`config.mk`:
```
export PLATFORM = sky130hd
export DESIGN_NAME = sh_dbus_arbiter
export DESIGN_NICKNAME = d
export VERILOG_FILES = /design/src/rtl/sh_dbus_arbiter_pkg.sv /design/src/rtl/sh_dbus_prio.sv /design/src/rtl/sh_dbus_arbiter.sv
export SDC_FILE = /design/constraint.sdc
export NUM_CORES = 1
export LEC_CHECK = 0
export ABC_AREA = 1
export BUFFER_PORTS_ARGS = -buffer_cell sky130_fd_sc_hd__buf_4
export CORE_AREA = 5 5 123 125
export DETAILED_ROUTE_END_ITERATION = 7
export DIE_AREA = 0 0 128 130
export SLEW_MARGIN = 30
export SYNTH_ARGS = -nofsm -noshare
export SYNTH_HDL_FRONTEND = slang
export SYNTH_SLANG_ARGS = --single-unit
```
`constraint.sdc`:
```
create_clock -name CLK -period 1.7 [get_ports CLK]
set_input_delay 0.34 -clock CLK [delete_from_list [all_inputs] [get_ports CLK]]
set_output_delay 0.34 -clock CLK [all_outputs]
set_load 0.02 [all_outputs]
```
`src/rtl/sh_dbus_arbiter_pkg.sv`:
```
// sh_dbus_arbiter_pkg: shared bus-owner and master-bundle types for the data-bus arbiter.
package sh_dbus_arbiter_pkg;

  typedef enum logic [1:0] {
    OWN_IDLE = 2'd0,
    OWN_M0   = 2'd1,
    OWN_M1   = 2'd2,
    OWN_EXT  = 2'd3
  } BusOwner_t;

  typedef struct packed {
    logic [31:0] a;
    logic [31:0] di;
    logic [3:0]  ba;
    logic        we;
    logic        req;
    logic        lock;
  } BusMaster_t;

  localparam int FAIR_W = 4;

  function automatic BusMaster_t bus_mux(input BusOwner_t own, input BusMaster_t m0,
                                         input BusMaster_t m1);
    return own == OWN_M0 ? m0 : own == OWN_M1 ? m1 : '0;
  endfunction

endpackage

```
`src/rtl/sh_dbus_prio.sv`:
```
// sh_dbus_prio: combinational next-owner pick used by the arbiter while idle.
module sh_dbus_prio
  import sh_dbus_arbiter_pkg::*;
#(
  parameter int PRIO_MODE = 0,
  parameter int FAIR_MAX  = 8
) (
  input  logic              ext_req_i,
  input  logic              m0_req_i,
  input  logic              m1_req_i,
  input  logic [FAIR_W-1:0] cnt_i,
  input  logic              ptr_i,
  output BusOwner_t         pick_o
);
  localparam logic [FAIR_W-1:0] FMAX = FAIR_W'(FAIR_MAX);
  BusOwner_t fix_pick, rr_pick;
  // ptr_i = 1 means M1 has first claim on the next round-robin grant
  always_comb begin
    fix_pick = (m0_req_i && (cnt_i == FMAX || !m1_req_i)) ? OWN_M0 :
               m1_req_i ? OWN_M1 : OWN_IDLE;
    rr_pick  = ptr_i ? (m1_req_i ? OWN_M1 : m0_req_i ? OWN_M0 : OWN_IDLE) :
                       (m0_req_i ? OWN_M0 : m1_req_i ? OWN_M1 : OWN_IDLE);
    pick_o   = ext_req_i ? OWN_EXT : (PRIO_MODE != 0) ? rr_pick : fix_pick;
  end
endmodule

```
`src/rtl/sh_dbus_arbiter.sv`:
```
// sh_dbus_arbiter: arbitrates the internal data bus between M0, M1 and an external
// bus-release request, muxing the owner onto the BSC port.
module sh_dbus_arbiter
  import sh_dbus_arbiter_pkg::*;
#(
  parameter int PRIO_MODE = 0,
  parameter int FAIR_MAX  = 8
) (
  input  logic        CLK,
  input  logic        RST_N,
  input  logic        CE_R,
  input  logic        RES_N,
  input  logic [31:0] M0_A,
  input  logic [31:0] M0_DI,
  input  logic [3:0]  M0_BA,
  input  logic        M0_WE,
  input  logic        M0_REQ,
  input  logic        M0_LOCK,
  output logic [31:0] M0_DO,
  output logic        M0_BUSY,
  input  logic [31:0] M1_A,
  input  logic [31:0] M1_DI,
  input  logic [3:0]  M1_BA,
  input  logic        M1_WE,
  input  logic        M1_REQ,
  input  logic        M1_LOCK,
  output logic [31:0] M1_DO,
  output logic        M1_BUSY,
  output logic [31:0] T_A,
  output logic [31:0] T_DO,
  output logic [3:0]  T_BA,
  output logic        T_WE,
  output logic        T_REQ,
  output logic        T_LOCK,
  input  logic [31:0] T_DI,
  input  logic        T_BUSY,
  input  logic        EXT_REQ_N,
  output logic        EXT_ACK_N,
  output logic        BUS_RLS,
  output logic [1:0]  OWNER
);
  localparam logic [FAIR_W-1:0] FMAX = FAIR_W'(FAIR_MAX);

  BusOwner_t         owner_q, owner_d, own, pick;
  BusMaster_t        m0, m1, t;
  logic [FAIR_W-1:0] cnt_q, cnt_d;
  logic              ptr_q, ptr_d;
  logic              kill;

  assign m0   = {M0_A, M0_DI, M0_BA, M0_WE, M0_REQ, M0_LOCK};
  assign m1   = {M1_A, M1_DI, M1_BA, M1_WE, M1_REQ, M1_LOCK};
  // a soft reset already blanks the bus in the cycle it is sampled
  assign kill = !RES_N && CE_R;
  assign own  = kill ? OWN_IDLE : owner_q;
  assign t    = bus_mux(own, m0, m1);

  sh_dbus_prio #(
    .PRIO_MODE(PRIO_MODE),
    .FAIR_MAX (FAIR_MAX)
  ) u_prio (
    .ext_req_i(!EXT_REQ_N),
    .m0_req_i (M0_REQ),
    .m1_req_i (M1_REQ),
    .cnt_i    (cnt_q),
    .ptr_i    (ptr_q),
    .pick_o   (pick)
  );

  always_ff @(posedge CLK or negedge RST_N) begin
    if (!RST_N) begin
      owner_q <= OWN_IDLE;
      cnt_q   <= '0;
      ptr_q   <= 1'b0;
    end else if (CE_R) begin
      owner_q <= owner_d;
      cnt_q   <= cnt_d;
      ptr_q   <= ptr_d;
    end
  end

  always_comb begin
    owner_d = owner_q;
    cnt_d   = cnt_q;
    ptr_d   = ptr_q;
    if (!RES_N) begin
      owner_d = OWN_IDLE;
      cnt_d   = '0;
      ptr_d   = 1'b0;
    end else begin
      case (owner_q)
        OWN_IDLE: begin
          owner_d = pick;
          ptr_d   = pick == OWN_M0 ? 1'b1 : pick == OWN_M1 ? 1'b0 : ptr_q;
          cnt_d   = (pick == OWN_M0 || !M0_REQ) ? '0 :
                    (pick == OWN_M1 && cnt_q != FMAX) ? cnt_q + 1'b1 : cnt_q;
        end
        OWN_EXT: owner_d = EXT_REQ_N ? OWN_IDLE : OWN_EXT;
        // a granted master keeps the bus while locked or mid-transfer
        default: owner_d = (t.lock || (t.req && T_BUSY)) ? owner_q : OWN_IDLE;
      endcase
    end
  end

  always_comb begin
    T_A       = t.a;
    T_DO      = t.di;
    T_BA      = t.ba;
    T_WE      = t.we;
    T_REQ     = t.req;
    T_LOCK    = t.lock;
    M0_DO     = own == OWN_M0 ? T_DI : '0;
    M1_DO     = own == OWN_M1 ? T_DI : '0;
    M0_BUSY   = M0_REQ && (own != OWN_M0 || T_BUSY);
    M1_BUSY   = M1_REQ && (own != OWN_M1 || T_BUSY);
    EXT_ACK_N = own != OWN_EXT;
    BUS_RLS   = own == OWN_EXT;
    OWNER     = own;
  end
endmodule

```
Yosys cells after proc, flatten, opt, wreduce, memory -nomap -nowiden --
Index checks and enable logic that the tools add are counted.
Word-level totals: register bits 6
Cells by class: add/sub/neg operators 1, muxes and demuxes 16, reduce and logical (&&, ||, !) cells 17, equal/unequal tests 14
Operators with widths (number):
- $mux W71 | 2
- $mux W32 | 2
- $mux W4 | 4
- $mux W2 | 7
- $eq A2 B2 Y1 const B | 4
- $logic_and A1 B1 Y1 | 6
- $logic_or A1 B1 Y1 | 5
- $add A4 B1 Y4 const B | 1
- $eq A2 B1 Y1 const B | 2
- $eq A4 B4 Y1 const B | 1
- $ne A2 B1 Y1 const B | 2
- $ne A2 B2 Y1 const B | 2
- $ne A4 B2 Y1 const B | 1
- $ne A4 B4 Y1 const B | 1
- $pmux W2 S2 | 1
- $logic_not A1 Y1 | 3
- $ne A3 B1 Y1 const B | 1
- $reduce_and A3 Y1 | 1
- $logic_not A2 Y1 | 1
- $reduce_and A2 Y1 | 1

Longest topological paths before layout --
depth in word-level cells 11, depth in mapped cells 10

By module --
A second synthesis with hierarchy kept.
Second synthesis, totals: cell total of the unflattened synthesis 433, area total of the unflattened synthesis 2095.8 µm²
By module, submodules not included:
- sh_dbus_arbiter | seq. area each 175.2 µm², area each 2042.0 µm², instances 1, cells each 421
- sh_dbus_prio | seq. area each 0.0 µm², area each 53.8 µm², instances 1, cells each 12

Least setup slack after synthesis --
Ideal clock, no wire load.
kind reg2reg, from reg owner_q[0], to reg owner_q[0], stages on the path, launching flop included 10, clock period less this slack 1.685 ns, setup slack 0.015 ns, data required time 1.635 ns, arrival time 1.620 ns, buffers on the path 2, path through dfrtp_1 > inv_2 > buf_4 > clkbuf_1 > ha_1 > nor2_1 > o21ai_0 > a21oi_1 > nand3_1 > nand2_1
On the way: word-level cells in the longest chain between the ends 8
Ends and longest elaborated chain:
- start: declaration | line sh_dbus_arbiter.sv:44 | BusOwner_t owner_q, owner_d, own, pick;
- start signal: assignment | line sh_dbus_arbiter.sv:75 | owner_q <= owner_d;
- $mux W2 | line sh_dbus_arbiter.sv:54 | assign own = kill ? OWN_IDLE : owner_q;
- $eq A2 B2 Y1 | line sh_dbus_arbiter_pkg.sv:24 | return own == OWN_M0 ? m0 : own == OWN_M1 ? m1 : '0;
- $mux W71 (2 in series) | line sh_dbus_arbiter_pkg.sv:24
- $logic_and A1 B1 Y1 | line sh_dbus_arbiter.sv:99 | default: owner_d = (t.lock || (t.req && T_BUSY)) ? owner_q : OWN_IDLE;
- $logic_or A1 B1 Y1 | line sh_dbus_arbiter.sv:99
- $ne A4 B2 Y1 (no source line)
- $reduce_and A2 Y1 (no source line)
Several ways; a longest one is shown, not always the timed one. A chain may end at the register's enable or synchronous reset.

Worst setup path after layout --
from reg owner_q[0], to out T_A[0]
On the way: word-level cells in the longest chain between the ends 4
Ends and longest elaborated chain:
- $mux W2 (*) | line sh_dbus_arbiter.sv:54
- $eq A2 B2 Y1 | line sh_dbus_arbiter_pkg.sv:24
- $mux W71 | line sh_dbus_arbiter_pkg.sv:24
- $mux W71 (*) | line sh_dbus_arbiter_pkg.sv:24
- end: declaration | line sh_dbus_arbiter.sv:29 | output logic [31:0] T_A,
Mark *: on every way between the ends. The rest lies on a longest branch, timed or not.

==> metrics.md <==
| Metric | Value |
|---|---|
| Worst reg2reg endpoint | owner_q[1] |
| Post-synth net total | around 600 |
| Slew margin rel. | between 70% and 80% |
| Most used cell along the critical path | buf_12 |
| DR vias/cell | 4.40 |
| Final hold violation count | 0 |
| Leading area contributor after synthesis | nand3_1 |
| Seq pwr share | 3.6% |
| # fillers | 1462 |
| Worst setup EP type | output pin |
| Row cnt | 43 |
| Clock transition at path regs | ~0.03 ns |
| Gr ovfl total | 0 |
| Number of synthesized flops with an enable pin | 0 |
| Most frequent cell after synthesis | nand3_1 |
| RSZ-0062 raised after global routing | yes |
| R2r worst-path depth | 8 |
| Area Growth Syn to Fin | 184% |
| Antenna violations before repair | 0 |
| Antenna Nets Post-Route | 0 |
| Clk_skew | 0.000445 ns |
| Number of synthesized register bits | 6 |
| Commonest cells post-synth | nand3_1, nand2_1, nor2_1 |
| Worst Setup Slack, final | -0.154 ns |
| Cts bufs inserted | 3 |
| Kind of critical path | reg2out |
| Dpl cells | approximately 900 |
| CORE AREA | 0.0138 sq mm |
| Total track usage | around 15% |
| CTS HTree Levels | 1 |
| Sw frac | 49.9% |
| Via count | 4025 |
| Slew Limit Fails | 0 |
| Main area contributors after synthesis | nand3_1, nand2_1, nor2_1 |
| Initial Util | between 10% and 20% |
| Worst R2R Start | owner_q[0] |
| Die Y-Extent | ~130 um |
| Most used DFF post-synth | dfrtp_1 |
| Final wirelength | 14200 um |
| Setup crit start kind | register |
| Storage cell area | around 150 sq um |
| DIE WIDTH | approximately 130 um |
| DRC viols | 0 |
| Crit share post-route | 109% |
| Overall die area | about 0.017 sq mm |
| CTS tree | done |
| Fmax | approximately 0.54 GHz |
| CTS Buffer Depth | 2 |
| Num Clock Sinks | 6 |
| Pwr Total | slightly above 5 mW |
| Nets | ~920 |
| Hold Path Cell Cnt | 3 |
| Leak Pwr | 3.16 nW |
| Largest net degree at the start of global routing | between 50 and 60 |
| First-pass GRT wire length | between 15000 and 20000 um |
| Cell count after synthesis | 412 |
| Worst setup path start | owner_q[0] |
| CP max FO | 7 |
| Failing checks | setup timing |
| Setup-failing EPs final | between 100 and 150 |
| Number of port buffers | 320 |
| Psw | around 2.6 mW |
| Peak VDD IR | about 0.36 mV |
| Min-delay src | RES_N |
| Routability-driven placement congestion ratio | just over 0.8 |
| Pint | approximately 2.6 mW |
| Critical-path cell list | inv_4, a21oi_4, buf_8, buf_12, buf_12, nand3_2, nand2_2, buf_6 |
| Initial DRC Count | 142 |
| DR WL/cell | between 15 and 20 um |
| CP max-delay cell | dfrtp_1 |
| R2R Setup Slk | around 0.14 ns |
| Drt pass-1 iters | 4 |
| MaxCap Viol Count | 0 |
| Gate power share | 89.2% |
| Critical Path End | T_A[0] |
| Number of global-route vias before repair | between 3000 and 4000 |
| Worst hold path class | in2reg |
| Clk Tree Root Cell | clkbuf_16 |
| Ys Warns | 0 |
| Async set-reset flop share out of synthesis | between 90% and 100% |
| # IOs | between 300 and 400 |
| Diode count | 0 |
| Pwr dens | about 900 mW/mm^2 |
| Post-synthesis instance area | 0.00202 sq mm |
| Worst-Skew Late Latency | ~0.23 ns |
| Clock power share | 7.2% |
| Worst EP required | around 1.4 ns |
| Cell variety after synth | 20 |
| Worst path max stage delay | between 0.3 and 0.4 ns |
| Multi-input logic area | ~0.0019 sq mm |
| DP Worst Slack | -0.0455 ns |
| Min Hold Slack | ~0.43 ns |
| Sequential area share after synthesis | between 7 and 8% |
| Fraction of layout cells with a size suffix above 1 | between 60% and 70% |
| Slew at the pin with the worst max-slew slack | 0.439 ns |
| Status | finished with violations |
| Critical Path AT | between 1.5 and 2 ns |
| Non-filler cells, final | around 920 |
| Final core utilization | a little over two fifths |
| Syn avg cell area | 4.91 sq um |
| Area share of the largest cell type after synthesis | between 30% and 40% |
| Final min period | 1.85 ns |
| Dpl hpwl | between 10000 and 15000 um |
## area by class of cell
cell class,instances,area share (%)
Timing Repair Buffer,355,56.8
Inverter,45,3.03
Tap cell,180,3.93
Clock buffer,3,1.31
Multi-Input combinational cell,326,32.3
Sequential cell,6,2.62
## power groups by stage
stage / clock (mW) / combinational, mW / sequential (mW)
after floorplan: 0 / 1.92 / 0.192
after global placement: 0 / 3.66 / 0.183
after detailed placement: 0 / 3.64 / 0.183
after CTS: 0.378 / 4.33 / 0.183
after global routing: 0.389 / 4.92 / 0.186
final: 0.373 / 4.60 / 0.183
## worst min path at each step
stage,endpoint,slack (ns)
after floorplan,cnt_q[0],0.04
after global placement,cnt_q[0],0.15
after detailed placement,cnt_q[0],0.15
after CTS,cnt_q[1],0.43
after global routing,cnt_q[0],0.46
final,cnt_q[0],0.43
## repair_timing
item / 4_1_cts / 5_1_grt
endpoints found under the hold margin: 6 / 0
hold buffers: 1 / 0
gates cloned: 7 / 3
endpoints found under the setup margin: 104 / 143
pin swaps: 25 / 32
setup buffers: 5 / 3
resized for setup: 90 / 83
## cell families (layout without fill, tap and decap cells)
group | count (synthesis) | count (layout) | share of synthesized area [%]
AO/OA/AOI/OAI | 13 | 13 | 3.77
XOR/XNOR | 1 | 1 | 0.433
flip-flops | 6 | 6 | 7.43
buffers and inverters | 80 | 403 | 17.0
AND/OR/NAND/NOR | 308 | 308 | 68.9
adder cells (fa/ha/maj) | 4 | 4 | 2.48
## layout by cell type, fill, tap and decap left out, drive strengths merged
master	synthesis	final
a21oi	6	6
buf	33	351
clkbuf	2	6
dfrtp	6	6
dlygate4sd3	0	1
ha	4	4
inv	45	45
nand2	89	89
nand3	142	142
nand4	6	6
nor2	67	67
nor3	3	3
o21ai	7	7
or2	1	1
xnor2	1	1
## layer usage
layer	wire length, um	share of wire, %	GRT usage [%]	up-vias
li1	-	-	-	1983
met5	0	0	0	-
met1	5230	37	16.6	1814
met2	7470	53	27.8	215
met4	143	1.0	2.50	0
met3	1370	9.6	3.89	13
## metrics by stage
step           area (sq um)  TNS, ns
6_report               5740    -8.73
5_1_grt                5740   -18.01
4_1_cts                5370    -8.91
3_5_place_dp           4710  -0.0558
3_3_place_gp           4710  -0.0468
2_1_floorplan          2020        0
## flip-flops by register name, indices dropped and copies added, names as in the netlist
| name | flops |
|---|---|
| cnt_q | 4 |
| owner_q | 2 |
## critical path: cells and delay by family, from the launching register on
kind            cells  cell delay [ns]
compound gates      1             0.14
buf+inv             5             0.59
flops               1             0.38
simple gates        2             0.17
(Power assumes the default switching activity.)
